**src/rtl/lsu_arb_pkg.sv**
```systemverilog
// lsu_arb_pkg: shared types, region map and size codes for lsu_arbiter.
// Ports: none (package). Provides state_t and region_ok().
package lsu_arb_pkg;

   typedef enum logic [1:0] {
      IDLE   = 2'd0,
      ACCESS = 2'd1,
      FAULT  = 2'd2,
      RESP   = 2'd3
   } state_t;

   // Region map, matched on addr[15:0]
   localparam logic [15:0] DATA_BASE = 16'h2000;
   localparam logic [15:0] DATA_MASK = 16'hE000;
   localparam logic [15:0] OUT_BASE  = 16'h7000;
   localparam logic [15:0] OUT_MASK  = 16'hFFC0;
   localparam logic [15:0] IN_BASE   = 16'h7800;
   localparam logic [15:0] IN_MASK   = 16'hFFE0;

   // Store size codes
   localparam logic [1:0] S_BYTE = 2'b00;
   localparam logic [1:0] S_HALF = 2'b01;
   localparam logic [1:0] S_WORD = 2'b10;

   // Load size codes (LSU encoding; sign handled by l_unsigned)
   localparam logic [2:0] L_BYTE = 3'b000;
   localparam logic [2:0] L_HALF = 3'b001;
   localparam logic [2:0] L_WORD = 3'b010;

   function automatic logic region_ok(
      input logic [15:0] addr,
      input logic        wren,
      input logic [1:0]  s_length,
      input logic [2:0]  l_length
   );
      logic in_data;
      logic in_out;
      logic in_in;
      logic is_word;
      logic is_half;
      logic misalign;
      in_data  = (addr & DATA_MASK) == DATA_BASE;
      in_out   = (addr & OUT_MASK) == OUT_BASE;
      in_in    = (addr & IN_MASK) == IN_BASE;
      is_word  = wren ? (s_length == S_WORD) : (l_length == L_WORD);
      is_half  = wren ? (s_length == S_HALF) : (l_length == L_HALF);
      misalign = (is_word && (addr[1:0] != 2'b00)) ||
                 (is_half && addr[0]);
      // The input region is read-only
      return (in_data || in_out || (in_in && !wren)) && !misalign;
   endfunction

endpackage

```
**src/rtl/lsu_arb_rr.sv**
```systemverilog
// lsu_arb_rr: two-input picker holding the last-granted pointer.
// Ports: clk, rst, req[1:0], advance (a grant was taken), grant[1:0] one-hot.
// Macro LSU_ARB_FIXED_PRIO_EN: input 0 always wins ties, pointer dropped.
module lsu_arb_rr #(
   parameter bit RST_LAST = 1'b1
) (
   input  logic       clk,
   input  logic       rst,
   input  logic [1:0] req,
   input  logic       advance,
   output logic [1:0] grant
);

`ifdef LSU_ARB_FIXED_PRIO_EN

   always_comb begin
      grant = 2'b00;
      if (req[0])
         grant = 2'b01;
      else if (req[1])
         grant = 2'b10;
   end

`else

   // Index of the master granted last
   logic last_q;

   always_ff @(posedge clk) begin
      if (rst)
         last_q <= RST_LAST;
      else if (advance)
         last_q <= grant[1];
   end

   always_comb begin
      grant = 2'b00;
      if (req == 2'b11)
         grant = last_q ? 2'b01 : 2'b10;
      else
         grant = req;
   end

`endif

endmodule

```
**src/rtl/lsu_arbiter.sv**
```systemverilog
// lsu_arbiter: shares one LSU command port between M0 (core) and M1 (debug/DMA).
// Ports: i_clk/i_rst, per-master req/payload in and gnt/rvalid/rdata/err out,
// LSU command out (o_lsu_*, o_st_data, o_*_length, o_l_unsigned), i_ld_data in.
// Macro LSU_ARB_FIXED_PRIO_EN selects fixed M0 priority instead of round-robin.
module lsu_arbiter
   import lsu_arb_pkg::*;
#(
   parameter int ADDR_W   = 32,
   parameter int DATA_W   = 32,
   parameter bit RST_LAST = 1'b1
) (
   input  logic              i_clk,
   input  logic              i_rst,

   input  logic              i_m0_req,
   input  logic              i_m0_wren,
   input  logic [ADDR_W-1:0] i_m0_addr,
   input  logic [DATA_W-1:0] i_m0_st_data,
   input  logic [1:0]        i_m0_s_length,
   input  logic [2:0]        i_m0_l_length,
   input  logic              i_m0_l_unsigned,
   output logic              o_m0_gnt,
   output logic              o_m0_rvalid,
   output logic [DATA_W-1:0] o_m0_rdata,
   output logic              o_m0_err,

   input  logic              i_m1_req,
   input  logic              i_m1_wren,
   input  logic [ADDR_W-1:0] i_m1_addr,
   input  logic [DATA_W-1:0] i_m1_st_data,
   input  logic [1:0]        i_m1_s_length,
   input  logic [2:0]        i_m1_l_length,
   input  logic              i_m1_l_unsigned,
   output logic              o_m1_gnt,
   output logic              o_m1_rvalid,
   output logic [DATA_W-1:0] o_m1_rdata,
   output logic              o_m1_err,

   output logic              o_lsu_wren,
   output logic [ADDR_W-1:0] o_lsu_addr,
   output logic [DATA_W-1:0] o_st_data,
   output logic [1:0]        o_s_length,
   output logic [2:0]        o_l_length,
   output logic              o_l_unsigned,
   input  logic [DATA_W-1:0] i_ld_data
);

   state_t state_q;
   state_t state_d;

   logic [1:0] req;
   logic [1:0] req_live;
   logic [1:0] gnt;
   logic       can_gnt;
   logic       fire;

   logic              sel_wren;
   logic [ADDR_W-1:0] sel_addr;
   logic [DATA_W-1:0] sel_st_data;
   logic [1:0]        sel_s_len;
   logic [2:0]        sel_l_len;
   logic              sel_uns;
   logic              sel_ok;

   logic              id_q;
   logic              wren_q;
   logic [DATA_W-1:0] rdata_q;
   logic              err_q;
   logic [ADDR_W-1:0] addr_q;
   logic [DATA_W-1:0] st_data_q;
   logic [1:0]        s_len_q;
   logic [2:0]        l_len_q;
   logic              uns_q;

   assign req = {i_m1_req, i_m0_req};

   // A new command is taken in IDLE and overlapped with RESP
   assign can_gnt  = ((state_q == IDLE) || (state_q == RESP)) && !i_rst;
   assign req_live = can_gnt ? req : 2'b00;
   assign fire     = |gnt;

   lsu_arb_rr #(
      .RST_LAST (RST_LAST)
   ) u_rr (
      .clk     (i_clk),
      .rst     (i_rst),
      .req     (req_live),
      .advance (fire),
      .grant   (gnt)
   );

   always_comb begin
      sel_wren    = i_m0_wren;
      sel_addr    = i_m0_addr;
      sel_st_data = i_m0_st_data;
      sel_s_len   = i_m0_s_length;
      sel_l_len   = i_m0_l_length;
      sel_uns     = i_m0_l_unsigned;
      if (gnt[1]) begin
         sel_wren    = i_m1_wren;
         sel_addr    = i_m1_addr;
         sel_st_data = i_m1_st_data;
         sel_s_len   = i_m1_s_length;
         sel_l_len   = i_m1_l_length;
         sel_uns     = i_m1_l_unsigned;
      end
   end

   assign sel_ok = region_ok(sel_addr[15:0], sel_wren,
                             sel_s_len, sel_l_len);

   always_ff @(posedge i_clk) begin
      if (i_rst)
         state_q <= IDLE;
      else
         state_q <= state_d;
   end

   always_comb begin
      state_d = state_q;
      unique case (state_q)
         IDLE, RESP: begin
            if (fire)
               state_d = sel_ok ? ACCESS : FAULT;
            else
               state_d = IDLE;
         end
         ACCESS, FAULT: state_d = RESP;
         default:       state_d = IDLE;
      endcase
   end

   // Command latch. LSU-facing registers only load for mapped
   // accesses so faults leave the LSU bus untouched.
   always_ff @(posedge i_clk) begin
      if (i_rst) begin
         id_q      <= 1'b0;
         wren_q    <= 1'b0;
         rdata_q   <= '0;
         err_q     <= 1'b0;
         addr_q    <= '0;
         st_data_q <= '0;
         s_len_q   <= '0;
         l_len_q   <= '0;
         uns_q     <= 1'b0;
      end else begin
         if (fire) begin
            id_q   <= gnt[1];
            wren_q <= sel_wren;
            if (sel_ok) begin
               addr_q    <= sel_addr;
               st_data_q <= sel_st_data;
               s_len_q   <= sel_s_len;
               l_len_q   <= sel_l_len;
               uns_q     <= sel_uns;
            end
         end
         if (state_q == ACCESS) begin
            rdata_q <= wren_q ? '0 : i_ld_data;
            err_q   <= 1'b0;
         end else if (state_q == FAULT) begin
            rdata_q <= '0;
            err_q   <= 1'b1;
         end
      end
   end

   always_comb begin
      o_m0_gnt    = gnt[0];
      o_m1_gnt    = gnt[1];
      o_m0_rvalid = 1'b0;
      o_m0_rdata  = '0;
      o_m0_err    = 1'b0;
      o_m1_rvalid = 1'b0;
      o_m1_rdata  = '0;
      o_m1_err    = 1'b0;
      o_lsu_wren  = (state_q == ACCESS) && wren_q && !i_rst;
      if ((state_q == RESP) && !i_rst) begin
         if (id_q) begin
            o_m1_rvalid = 1'b1;
            o_m1_rdata  = rdata_q;
            o_m1_err    = err_q;
         end else begin
            o_m0_rvalid = 1'b1;
            o_m0_rdata  = rdata_q;
            o_m0_err    = err_q;
         end
      end
   end

   assign o_lsu_addr   = addr_q;
   assign o_st_data    = st_data_q;
   assign o_s_length   = s_len_q;
   assign o_l_length   = l_len_q;
   assign o_l_unsigned = uns_q;

endmodule

```
**config.mk**
```make
export PLATFORM = sky130hd
export DESIGN_NAME = lsu_arbiter
export DESIGN_NICKNAME = d
export VERILOG_FILES = /design/src/rtl/lsu_arb_pkg.sv /design/src/rtl/lsu_arb_rr.sv /design/src/rtl/lsu_arbiter.sv
export SDC_FILE = /design/constraint.sdc
export NUM_CORES = 1
export LEC_CHECK = 0
export ABC_AREA = 1
export CORE_MARGIN = 2
export CORE_UTILIZATION = 36
export DETAILED_ROUTE_END_ITERATION = 10
export GPL_TIMING_DRIVEN = 0
export PLACE_DENSITY = 0.86
export SYNTH_ARGS = -nofsm -noshare
export SYNTH_HDL_FRONTEND = slang
export SYNTH_SLANG_ARGS = --single-unit
export TNS_END_PERCENT = 10
```
**constraint.sdc**
```tcl
create_clock -name i_clk -period 2.2 [get_ports i_clk]
set_clock_uncertainty 0.15 [all_clocks]
set_input_delay 0.44 -clock i_clk [delete_from_list [all_inputs] [get_ports i_clk]]
set_output_delay 0.44 -clock i_clk [all_outputs]
set_load 0.005 [all_outputs]
```
==> qor.csv <==
stage,metric,value,unit
outcome,status,"finished, violations left",
outcome,failing checks,setup timing,
power,leakage,5.14,nW
yosys,Yosys reg bits,108,
yosys,Synth Instances,978,
die,die area,17400,um^2
drt,DR WL met3,1830,um
worst_setup_path,Worst EP required,2.30,ns
worst_hold_path,hold depth,2,
worst_setup_path,CP Class,flop to flop,
worst_setup_path,Max Fanout on Critical Path,8,
drt,DRT met1 WL,8920,um
yosys,top_reg_cell synth,dfxtp_1,
clock_network,clock sink total,108,
power,pwr dens,652,nW/um^2
die,Core Area,15900,um^2
yosys,leading area contributor after synthesis,dfxtp_1,
power,maximum vdd drop,0.000376,V
timing,Hold Slack,0.203,ns
yosys,synth unique cells,32,
timing,Pins Over Slew Limit,0,
global_routing,first-pass GRT wire length,36200,um
drt,via count,7152,
drt,post-route ant nets,0,
placed_design,Final HPWL DP,17600,um
power,Seq pwr share,33.0,%
yosys,synthesized area,5900,um^2
power,switching portion of total power,35.0,%
die,Initial Utilization,37.0,%
power,Int Power,4.49,mW
die,IO Pins,319,
global_routing,vias in the first global route,6983,
yosys,Syn Nets,1159,
timing,Slew @ Worst Pin,0.667,ns
power,Comb pwr share,42.6,%
power,sw power,2.41,mW
worst_setup_path,"Arr. time, crit path",2.74,ns
timing,Setup Viol. Count Final,138,
global_routing,largest net degree at the start of global routing,17,
layout,share of cells above drive strength 1,20.1,%
placed_design,RePlAce Congestion,0.859,
clock_network,clk slew on worst S/H paths,0.07,ns
timing,upper clock frequency limit,0.378,GHz
die,FP Rows,46,
clock_network,H-tree levels,3,
worst_setup_path,Worst setup SP type,flop,
worst_setup_path,Crit. End Element,flop,
layout,"final std cell area, no fill",10600,um^2
yosys,"Avg Cell Area, Syn",6.04,um^2
clock_network,CTS max path bufs,2,
layout,Post-layout nets,1532,
global_routing,GRT Total Usage,26.2,%
global_routing,initial antenna violation count,0,
worst_setup_path,Worst R2R Path Depth,20,
timing,Final period util,120,%
yosys,YS warnings,0,
flow_run,number of max-cap violations,0,
placed_design,PortBufs,316,
drt,DR WL/cell,15.2,um
yosys,Area contributors post-synth,"dfxtp_1 (37%), nand2_1 (20%), inv_1 (12%)",
global_routing,grt total ovfl,0,
layout,# diodes,0,
drt,DR top layer,met4,
power,power share of the clock group,24.4,%
drt,via-per-instance ratio,4.55,
clock_network,CTS buffer count,9,
timing,min Tclk post-route,2.65,ns
power,total power,6.90,mW
layout,"Area growth, synth to finish",79.4,%
timing,relative slew slack,55.5,%
worst_hold_path,hold crit path type,input pin to flop,
drt,Post-Route WL,23800,um
yosys,ys async rst share,0,%
clock_network,CTS tree,yes,
drt,routed wl met2,12300,um
timing,final hold violations,0,
yosys,Yosys top cell area share,36.6,%
drt,drt pass-1 iters,4,
yosys,sequential area share after synthesis,36.6,%
clock_network,worst-skew pair later-pin latency,0.34,ns
timing,RSZ-0062 raised after global routing,true,
placed_design,"Cell Area, Placed",9400,um^2
timing,final setup margin,-0.446,ns
die,Chip Width,132,um
yosys,number of enable flip-flop cells after synthesis,0,
worst_setup_path,R2R Setup Slk,-0.45,ns
drt,initial DRC count,272,
clock_network,Clock Root Buffer,clkbuf_16,
clock_network,CTS Hold Bufs,0,
drt,drt drc,0,
die,height of the die,132,um
## metrics by stage
step	utilization, %	std cells	setup slack (ns)	setup TNS [ns]
floorplan	-	978	-0.0491	-2.67
global placement	59.0	1510	-1.57	-124.97
detailed placement	59.0	1510	-1.59	-132.88
CTS	64.7	1563	-0.395	-30.44
global route	66.5	1572	-0.590	-50.48
finish	66.5	1572	-0.446	-36.04
## cells in the mapped netlist (2+ instances only)
master      n
dfxtp_1   108
buf_2      11
o22ai_1    32
o21ai_1     2
mux2i_1    16
nand4_1    31
inv_2       3
buf_6       7
nand3b_1    5
nor2_1    186
ha_1        3
nand2_1   313
buf_1       9
clkbuf_1   26
o211ai_1    2
a21oi_1     6
inv_1     194
nand3_1    10
## cells in the final DEF (no fill, tap or decap), types with 3 or more instances in the layout
cell	netlist	final
a21oi_2	0	4
buf_1	9	3
buf_12	0	7
buf_16	0	5
buf_2	11	55
buf_4	1	31
buf_6	7	20
buf_8	0	9
clkbuf_1	26	19
clkbuf_16	0	14
clkbuf_2	1	6
clkbuf_8	0	5
clkdlybuf4s50_1	0	250
clkinvlp_4	0	3
dfxtp_1	108	106
inv_1	194	191
inv_2	3	3
mux2i_1	16	16
nand2_1	313	284
nand2_2	1	25
nand2_4	0	4
nand3_1	10	6
nand3_2	1	4
nand3b_1	5	5
nand4_1	31	31
nor2_1	186	129
nor2_2	1	48
nor2_4	0	10
o21ai_2	0	3
o22ai_1	32	32
## critical path: stages, from the launching register on
cell and delay (ns):
dfxtp_4 0.35, inv_2 0.04, ha_4 0.32, nand2_8 0.06
nor2_4 0.16, buf_6 0.13, buf_4 0.10, nand3_1 0.06
nand2_1 0.06, nand2_1 0.05, nand2_1 0.09, nand2_1 0.08
nor2_2 0.13, nor2_2 0.06, nand4_4 0.11, buf_6 0.12
buf_12 0.14, clkbuf_16 0.15, nand2_1 0.05, nand2_1 0.07
nor2_1 0.04
## state kept, by name, summed over array words and instances, names as in the netlist, 2 cells and up
register,flops
o_st_data,32
o_lsu_addr,32
o_s_length,2
rdata_q,32
o_l_length,3
state_q,2
## power by group through the flow
stage,clock [mW],sequential (mW),combinational (mW)
after global placement,0,2.30,2.25
after floorplan,0,2.30,1.29
final,1.68,2.28,2.94
after CTS,1.73,2.28,2.77
after detailed placement,0,2.31,2.29
after global routing,1.80,2.30,3.18
## layout make-up
type	instances	area [um^2]
fill	1378	5350
timing repair buffer	364	3460
multi-input combinational	618	3120
sequential	108	2170
inverter	197	748
buffer	53	514
tap	216	270
clock buffer	13	260
clock inverter	3	45.0
## routing by layer
layer / GRT usage, % / vias up
met4: 9.84 / 0
met2: 49.8 / 274
met1: 27.2 / 3193
li1: - / 3642
met5: 0 / -
met3: 7.23 / 43
## timing repair
item                       CTS  global route
pin swaps                   27            23
setup endpoints to repair  145           123
resized for setup          384            73
setup buffers               32             7
gates cloned                 8             2
## logic make-up after synthesis
| logic type | after synthesis | share of synthesized area (%) |
|---|---|---|
| AND/OR/NAND/NOR | 553 | 37.7 |
| AO/OA/AOI/OAI | 46 | 5.06 |
| flip-flops | 108 | 36.6 |
| adder cells (fa/ha/maj) | 3 | 0.636 |
| buffers and inverters | 252 | 17.2 |
| multiplexers | 16 | 2.71 |
## path summary, 6_finish.rpt
kind / startpoint / to
max: state_q[0]$_SDFF_PP0_ / o_lsu_addr[28]$_SDFFE_PP0P_
min: i_rst / state_q[0]$_SDFF_PP0_
max reg2reg: state_q[0]$_SDFF_PP0_ / o_lsu_addr[28]$_SDFFE_PP0P_
min reg2reg: o_lsu_addr[15]$_SDFFE_PP0P_ / o_lsu_addr[15]$_SDFFE_PP0P_
Power figures use the tool's default switching activity.
